**config.mk**
```make
export PLATFORM = sky130hd
export DESIGN_NAME = pool_scheduler
export DESIGN_NICKNAME = d
export VERILOG_FILES = /design/src/rtl/pool_scheduler.sv
export SDC_FILE = /design/constraint.sdc
export NUM_CORES = 1
export LEC_CHECK = 0
export CORE_AREA = 2 2 149 151
export CTS_CLUSTER_DIAMETER = 200
export DETAILED_ROUTE_END_ITERATION = 8
export DIE_AREA = 0 0 151 153
export PLACE_DENSITY = 0.8
export SETUP_SLACK_MARGIN = 0.02
export SLEW_MARGIN = 40
export SYNTH_ARGS = -nofsm -noshare
export SYNTH_HDL_FRONTEND = slang
export SYNTH_SLANG_ARGS = --single-unit
```
**constraint.sdc**
```tcl
create_clock -name clk -period 3.1 [get_ports clk]
set_input_delay 0.465 -clock clk [delete_from_list [all_inputs] [get_ports clk]]
set_output_delay 0.465 -clock clk [all_outputs]
set_load 0.1 [all_outputs]
```
**src/rtl/pool_scheduler.sv**
```systemverilog
// pool_scheduler
//   Time-multiplexed 2x2 / stride-2 max pooling over CHANNELS feature maps held
//   in a single-port feature buffer. One read per cycle, one comparator; each
//   window produces one pooled word written to the pooled-result buffer.
//
// Ports
//   clk, rst_n   clock (rising edge), asynchronous active-low reset
//   start        one-cycle request to pool all channels (ignored unless idle)
//   busy         high from the cycle after start is accepted through the done cycle
//   done         one-cycle pulse after the final write is accepted
//   rd_en        feature-buffer read strobe
//   rd_addr      c*IN_X*IN_Y + row*IN_Y + col
//   rd_data      signed feature word, valid one cycle after rd_en
//   wr_en        pooled word valid (held until wr_ready)
//   wr_addr      c*OUT_X*OUT_Y + px*OUT_Y + py
//   wr_data      signed pooled maximum (floored at 0)
//   wr_ready     sink accepts the word when wr_en && wr_ready
module pool_scheduler #(
    parameter int DATA_WIDTH    = 69,
    parameter int IN_X          = 24,
    parameter int IN_Y          = 24,
    parameter int STRIDE        = 2,
    parameter int CHANNELS      = 8,
    parameter int RD_ADDR_WIDTH = 13,
    parameter int WR_ADDR_WIDTH = 11
) (
    input  logic                            clk,
    input  logic                            rst_n,
    input  logic                            start,
    output logic                            busy,
    output logic                            done,
    output logic                            rd_en,
    output logic [RD_ADDR_WIDTH-1:0]        rd_addr,
    input  logic signed [DATA_WIDTH-1:0]    rd_data,
    output logic                            wr_en,
    output logic [WR_ADDR_WIDTH-1:0]        wr_addr,
    output logic signed [DATA_WIDTH-1:0]    wr_data,
    input  logic                            wr_ready
);

    localparam int OUT_X = IN_X / STRIDE;
    localparam int OUT_Y = IN_Y / STRIDE;
    localparam int CW    = (CHANNELS > 1) ? $clog2(CHANNELS) : 1;
    localparam int XW    = (OUT_X > 1)    ? $clog2(OUT_X)    : 1;
    localparam int YW    = (OUT_Y > 1)    ? $clog2(OUT_Y)    : 1;
    localparam int SW    = (STRIDE > 1)   ? $clog2(STRIDE)   : 1;
    localparam logic [WR_ADDR_WIDTH-1:0] WR_LAST = WR_ADDR_WIDTH'(CHANNELS*OUT_X*OUT_Y - 1);

    typedef enum logic [1:0] {S_IDLE, S_RUN, S_DRAIN, S_DONE} state_t;

    state_t                      state;
    logic                        issue_q;
    logic                        stall;
    logic [CW-1:0]               c_q;
    logic [XW-1:0]               px_q;
    logic [YW-1:0]               py_q;
    logic [SW-1:0]               sr_q;   // row offset inside the window
    logic [SW-1:0]               sc_q;   // column offset inside the window
    logic                        first_slot, last_slot, last_win, last_read;
    logic [RD_ADDR_WIDTH-1:0]    row, col;
    logic [WR_ADDR_WIDTH-1:0]    cur_waddr;

    // read-data stage: tags travelling alongside the outstanding read
    logic                        rd_vld;
    logic                        first_d, last_d;
    logic [WR_ADDR_WIDTH-1:0]    wa_d;
    logic signed [DATA_WIDTH-1:0] max_q, max_base, max_nxt;

    // A held, unaccepted write blocks new reads; this keeps the output
    // register free by the time the next window can possibly complete.
    assign stall = wr_en && !wr_ready;
    assign rd_en = issue_q && !stall;

    assign first_slot = (sr_q == '0) && (sc_q == '0);
    assign last_slot  = (sr_q == SW'(STRIDE-1)) && (sc_q == SW'(STRIDE-1));
    assign last_win   = (c_q == CW'(CHANNELS-1)) && (px_q == XW'(OUT_X-1)) &&
                        (py_q == YW'(OUT_Y-1));
    assign last_read  = last_slot && last_win;

    always_comb begin
        row       = RD_ADDR_WIDTH'(px_q) * RD_ADDR_WIDTH'(STRIDE) + RD_ADDR_WIDTH'(sr_q);
        col       = RD_ADDR_WIDTH'(py_q) * RD_ADDR_WIDTH'(STRIDE) + RD_ADDR_WIDTH'(sc_q);
        rd_addr   = RD_ADDR_WIDTH'(c_q) * RD_ADDR_WIDTH'(IN_X*IN_Y) +
                    row * RD_ADDR_WIDTH'(IN_Y) + col;
        cur_waddr = WR_ADDR_WIDTH'(c_q) * WR_ADDR_WIDTH'(OUT_X*OUT_Y) +
                    WR_ADDR_WIDTH'(px_q) * WR_ADDR_WIDTH'(OUT_Y) + WR_ADDR_WIDTH'(py_q);
    end

    // Control FSM
    always_ff @(posedge clk or negedge rst_n) begin
        if (!rst_n) begin
            state   <= S_IDLE;
            busy    <= 1'b0;
            done    <= 1'b0;
            issue_q <= 1'b0;
        end else begin
            case (state)
                S_IDLE: if (start) begin
                    state   <= S_RUN;
                    busy    <= 1'b1;
                    issue_q <= 1'b1;
                end
                S_RUN: if (rd_en && last_read) begin
                    state   <= S_DRAIN;
                    issue_q <= 1'b0;
                end
                S_DRAIN: if (wr_en && wr_ready && wr_addr == WR_LAST) begin
                    state <= S_DONE;
                    done  <= 1'b1;
                end
                S_DONE: begin
                    state <= S_IDLE;
                    done  <= 1'b0;
                    busy  <= 1'b0;
                end
                default: state <= S_IDLE;
            endcase
        end
    end

    // Read counters: column offset innermost, then row offset, py, px, channel.
    // All wrap to 0 after the last read, so the next job starts at window 0.
    always_ff @(posedge clk or negedge rst_n) begin
        if (!rst_n) begin
            c_q  <= '0;
            px_q <= '0;
            py_q <= '0;
            sr_q <= '0;
            sc_q <= '0;
        end else if (rd_en) begin
            if (sc_q == SW'(STRIDE-1)) begin
                sc_q <= '0;
                if (sr_q == SW'(STRIDE-1)) begin
                    sr_q <= '0;
                    if (py_q == YW'(OUT_Y-1)) begin
                        py_q <= '0;
                        if (px_q == XW'(OUT_X-1)) begin
                            px_q <= '0;
                            c_q  <= (c_q == CW'(CHANNELS-1)) ? '0 : c_q + 1'b1;
                        end else begin
                            px_q <= px_q + 1'b1;
                        end
                    end else begin
                        py_q <= py_q + 1'b1;
                    end
                end else begin
                    sr_q <= sr_q + 1'b1;
                end
            end else begin
                sc_q <= sc_q + 1'b1;
            end
        end
    end

    // Running max starts from 0 on each window's first datum, so negative
    // windows pool to 0; strict '>' keeps the earlier value on ties.
    always_comb begin
        max_base = first_d ? '0 : max_q;
        max_nxt  = (rd_data > max_base) ? rd_data : max_base;
    end

    always_ff @(posedge clk or negedge rst_n) begin
        if (!rst_n) begin
            rd_vld  <= 1'b0;
            first_d <= 1'b0;
            last_d  <= 1'b0;
            wa_d    <= '0;
            max_q   <= '0;
            wr_en   <= 1'b0;
            wr_addr <= '0;
            wr_data <= '0;
        end else begin
            rd_vld <= rd_en;
            if (rd_en) begin
                first_d <= first_slot;
                last_d  <= last_slot;
                wa_d    <= cur_waddr;
            end
            if (rd_vld) max_q <= max_nxt;
            if (wr_en && wr_ready) wr_en <= 1'b0;
            // completion may coincide with acceptance of the previous word
            if (rd_vld && last_d) begin
                wr_en   <= 1'b1;
                wr_data <= max_nxt;
                wr_addr <= wa_d;
            end
        end
    end

endmodule

```
; Word level (Yosys, flattened, before mapping)
; Cells that the tools add are included.
[word_totals]
register_bits = 182
in_bits = 73
out_inout_bits = 97
wordCells = 90
[classes]
addsub = 11
n_mul = 4
order_cmp = 1
n_eq_ne = 10
muxes = 19
bitwise = 2
n_reduce_logical = 26
[op_table]
columns = op, n
row1 = $mux W69, 2
row2 = $gt A69 B69 Y1, 1
row3 = $mul A3 B4 Y7 const B, 2
row4 = $add A13 B11 Y13, 1
row5 = $add A13 B6 Y13, 1
row6 = $add A5 B1 Y6, 2
row7 = $add A11 B4 Y11, 1
row8 = $add A11 B8 Y11, 1
row9 = $eq A11 B11 Y1 const B, 1
row10 = $logic_and A1 B1 Y1, 11
row11 = $reduce_and A3 Y1, 3
row12 = $add A4 B1 Y4 const B, 2
row13 = $eq A4 B4 Y1 const B, 2
row14 = $mul A6 B2 Y8 const B, 1
row15 = $mux W4, 2
row16 = $pmux W2 S4, 1
row17 = $reduce_bool A2 Y1, 4
row18 = $mux W1, 7
row19 = $mul A4 B2 Y6 const B, 1
row20 = $mux W2, 3
row21 = $ne A2 B2 Y1 const B, 3
row22 = $pmux W1 S2, 3
row23 = $reduce_and A2 Y1, 3
row24 = $reduce_and A5 Y1, 1
row25 = 10 further kinds, 14

; Logic depth before layout (Yosys ltp)
[depth]
word_depth = 7
mapped_depth = 15
depth_no_buf = 11

; Worst setup path before layout
; No wires, ideal clock.
[synth_path]
path_type = reg2out
startpoint = register px_q[0]
endpoint = output rd_addr[11]
arrival_time_ps = 3731
t_required_ps = 2635
path_slack_ps = -1096
path_stages_with_launch = 11
path_buffers = 0
path_cell_list = dfrtp_1 -> ha_1 -> fa_1 -> a31oi_1 -> xor2_1 -> ha_1 -> nor2b_1 -> o21a_1 -> o21a_1 -> o21ai_0 -> xnor2_1
[synth_via]
elab_chain_cells = 4
[synth_rtl]
columns = item, line_no
row1 = start: declaration, 55  ; logic [XW-1:0] px_q;
row2 = start signal: assignment, 141  ; px_q <= px_q + 1'b1;
row3 = $add A5 B1 Y6, 81  ; row = RD_ADDR_WIDTH'(px_q) * RD_ADDR_WIDTH'(STRIDE) + RD_ADDR_WIDTH'(sr_q);
row4 = $mul A6 B2 Y8, 84  ; row * RD_ADDR_WIDTH'(IN_Y) + col;
row5 = $add A13 B11 Y13, 83  ; rd_addr = RD_ADDR_WIDTH'(c_q) * RD_ADDR_WIDTH'(IN_X*IN_Y) +
row6 = $add A13 B6 Y13, 84
row7 = end: declaration, 33  ; output logic [RD_ADDR_WIDTH-1:0] rd_addr,
; Every way passes these cells.

; Worst setup path after layout
[layout_path]
startpoint = register first_d
endpoint = register max_q[7]
[layout_via]
elab_chain_cells = 3
[layout_rtl]
columns = item, line_no
row1 = start: declaration, 65  ; logic first_d, last_d;
row2 = start signal: assignment, 175  ; first_d <= first_slot;
row3 = $mux W69 *, 158  ; max_base = first_d ? '0 : max_q;
row4 = $gt A69 B69 Y1, 159  ; max_nxt = (rd_data > max_base) ? rd_data : max_base;
row5 = $mux W69 *, 159
row6 = end signal: assignment, 179  ; if (rd_vld) max_q <= max_nxt;
row7 = end: declaration, 67  ; logic signed [DATA_WIDTH-1:0] max_q, max_base, max_nxt;
; Mark *: on every way between the ends. The rest lies on a longest branch, timed or not.
; A chain may end at the register's enable or synchronous reset.

==> parameters.txt <==
Parameter                              Value

Floorplan
  Placeable core region    21500 um^2
  Total I/O pin count    170
  Standard-cell rows    54
  Area of the die    23100 um^2
  Width of the die    151 um
  Die H    153 um
  Initial core utilization    0.484

Global route
  Total routing usage reported by global routing    0.292
  Number of global-route vias before repair    9954
  Antenna violations before repair    0
  Global-route wire length before repair    52700 um
  Pin count of the biggest net entering global routing    118
  GRT overflow    0

Setup path
  Reg2Reg Depth    18
  Startpoint-to-endpoint class of the critical path    register to register
  Reg-to-reg critical path endpoint    max_q[7]
  Most frequent cell on the critical path    sky130_fd_sc_hd__buf_12
  Setup slack, reg-to-reg    -580 ps
  Cells along the critical path    buf_12, buf_16, nand2b_4, ha_1, nand4_1, nor4_2, buf_4, nand4_1, buf_4, nor4_4, buf_4, a211oi_4, buf_12, buf_8, and2_4, buf_12, buf_12, a22o_1
  Critical register-to-register path startpoint    first_d
  Maximum single-stage delay on the critical path    460 ps
  Cell type of the slowest stage on the worst timing path    sky130_fd_sc_hd__dfrtp_2
  Largest driver fanout on the critical path    19
  Data required time of the critical path    3420 ps
  Arrival time of the worst setup path    4010 ps
  Startpoint class of the critical path    register
  Worst setup EP type    register

STA
  Final hold slack    484 ps
  Worst-margin pin slew    450 ps
  Post-Route Skew    11.5 ps
  Setup violation total in the final timing report    145
  RSZ-0062 raised after global routing    yes
  Maximum operating frequency    271 MHz
  Period minus WS final    3680 ps
  Worst setup margin    -584 ps
  Fin crit share    1.19
  Final slew viol count    0
  Max transition margin    0.697
  Final hold vios    0

Synth
  Yosys warns    0
  Cell type contributing the most total cell area after synthesis    sky130_fd_sc_hd__dfrtp_1
  Synth Cell Area    10400 um^2
  Number of storage elements in the synthesis netlist    182
  Post-Syn Instances    1024
  Most instantiated cells after synthesis    sky130_fd_sc_hd__dfrtp_1 (182), sky130_fd_sc_hd__nand2_1 (126), sky130_fd_sc_hd__ha_1 (93)
  Post-synth net total    1194
  EDFF count, synth    0
  Number of unique standard cell types used by synthesis    50
  Post-synth top area share    0.438
  Asr flop ratio synth    1.00
  Avg Synthesized Cell Area    10.2 um^2
  Biggest area contributors in the synthesized netlist    sky130_fd_sc_hd__dfrtp_1 (44%), sky130_fd_sc_hd__ha_1 (11%), sky130_fd_sc_hd__mux2_2 (9.2%)
  Seq/Total Area, Yosys    0.438
  Top_reg_cell synth    sky130_fd_sc_hd__dfrtp_1
  Dominant cell by count in the synthesized netlist    sky130_fd_sc_hd__dfrtp_1

Detailed routing
  Vias/cell    5.70
  Number of DRC markers in iteration 0    482
  Total wirelength of the detailed-routed design    33400 um
  Routed wire per std cell    20.3 um
  Count of TritonRoute iterations in the first routing pass    5
  Drc violations    0
  Via total after detailed routing    9368
  DRT antenna net count    0

Clocking
  Later-pin clock latency in the skew report    440 ps
  CTS tree    done
  CTS clock-pin slew for the worst setup and hold paths    70 ps
  Clk sink count    182
  Clock buffer count from CTS    17
  Level count of the clock H-tree    4
  Bufs on Longest Clock Path    2
  Clock root buffer    sky130_fd_sc_hd__clkbuf_16

Layout
  Share of post-route cells with drive strength above 1    0.406
  Final nets    1520
  Fill cell count    1376
  Fin cells    1644
  Layout Area Growth over Synthesis    53.6%

Min path
  Type of the worst min-delay path    register to register
  Worst hold path stage count    2
  Endpoint of the worst hold-timing path    wa_d[7]
  Beginning of the worst hold path    wa_d[7]

Job
  Max-capacitance violation count    0

Placement
  Port Buffers    169
  Number of placed cells counting well taps    1546
  Detailed Place HPWL    19400 um
  GPL Wtd Cong    0.800

Outcome
  Failing checks    negative setup slack
  Result of the run    finished with violations
[worst max-delay path by stage]
stage                            from          end  cells after the start
final                         first_d     max_q[7]                     18
after global routing          first_d     max_q[0]                     18
after CTS                     px_q[0]  rd_addr[11]                     12
after detailed placement  rd_data[34]  wr_data[12]                     13
after global placement    rd_data[35]  wr_data[43]                     13
after floorplan               px_q[0]  rd_addr[11]                     11
[cell families (layout without fill, tap and decap cells)]
group | Yosys count | after routing | synth area share
compound gates | 237 | 237 | 0.150
xor+xnor | 21 | 21 | 0.0177
fa+ha+maj | 97 | 97 | 0.120
buf+inv | 129 | 468 | 0.0522
flops | 182 | 182 | 0.438
mux | 87 | 87 | 0.0940
other cells | 0 | 1 | 0
simple gates | 271 | 271 | 0.129
[metal layers]
layer | part of all wire | vias up | wire (um) | global-route usage
li1 | - | 4241 | - | -
met1 | 0.41 | 4689 | 13500 | 0.373
met2 | 0.50 | 360 | 16800 | 0.491
met3 | 0.061 | 78 | 2030 | 0.0537
met4 | 0.031 | 0 | 1020 | 0.110
met5 | 0 | - | 0 | 0
[registers in the layout, summed over array words and instances, names as in the netlist]
register	flops
rd_vld	1
sr_q	1
first_d	1
busy	1
wr_en	1
max_q	69
wr_data	69
wa_d	11
issue_q	1
px_q	4
sc_q	1
py_q	4
last_d	1
c_q	3
state	2
done	1
wr_addr	11
[layout by cell type, fill, tap and decap left out, types with 8 or more instances in the layout]
master,count
sky130_fd_sc_hd__buf_4,222
sky130_fd_sc_hd__dfrtp_1,179
sky130_fd_sc_hd__nand2_1,123
sky130_fd_sc_hd__inv_1,77
sky130_fd_sc_hd__ha_1,71
sky130_fd_sc_hd__clkdlybuf4s50_1,71
sky130_fd_sc_hd__a22o_1,69
sky130_fd_sc_hd__mux2_4,68
sky130_fd_sc_hd__o21ai_2,57
sky130_fd_sc_hd__nand2b_1,46
sky130_fd_sc_hd__a21oi_1,39
sky130_fd_sc_hd__buf_12,33
sky130_fd_sc_hd__nand2b_4,25
sky130_fd_sc_hd__ha_4,22
sky130_fd_sc_hd__o21ai_1,18
sky130_fd_sc_hd__o21ai_0,18
sky130_fd_sc_hd__clkbuf_16,18
sky130_fd_sc_hd__mux2_2,17
sky130_fd_sc_hd__buf_6,16
sky130_fd_sc_hd__nor2_1,15
sky130_fd_sc_hd__nand4_1,15
sky130_fd_sc_hd__buf_16,10
sky130_fd_sc_hd__a21o_1,8
sky130_fd_sc_hd__xnor2_1,8
[worst max-delay path, delay by kind of cell, from the launching register on]
family	cells	cell delay, ps
flops	1	460
compound gates	2	270
simple gates	6	1200
buf+inv	9	1360
fa+ha+maj	1	290
[area by class of cell]
| type | count | area (um^2) | share of cell area |
|---|---|---|---|
| antenna | 1 | 2.50 | 0.000157 |
| timing repair buffer | 359 | 3620 | 0.227 |
| sequential | 182 | 4560 | 0.285 |
| inverter | 77 | 289 | 0.0181 |
| multi-input combinational | 713 | 6570 | 0.411 |
| clock inverter | 14 | 140 | 0.00878 |
| clock buffer | 18 | 439 | 0.0275 |
| tap | 280 | 350 | 0.0219 |
[repair_timing]
item,in CTS,in global routing
setup endpoints to repair,144,145
pin swaps,55,52
buffers inserted,37,28
gates cloned,19,1
hold buffers,0,1
hold endpoints to repair,0,31
resized for setup,257,50
[metrics by stage]
| step | utilization | setup TNS, ps | setup WS, ps | area, um^2 |
|---|---|---|---|---|
| 2_1_floorplan | - | -315 | -273 | 10800 |
| 5_1_grt | 0.743 | -81920 | -681 | 16000 |
| 3_5_place_dp | 0.629 | -64740 | -544 | 13500 |
| 6_report | 0.743 | -67540 | -584 | 16000 |
| 3_3_place_gp | 0.629 | -61650 | -498 | 13500 |
| 4_1_cts | 0.738 | -57400 | -502 | 15900 |
Power is not shown: default switching activity piles up to over one toggle a cycle in this logic, so the estimate is an artifact.
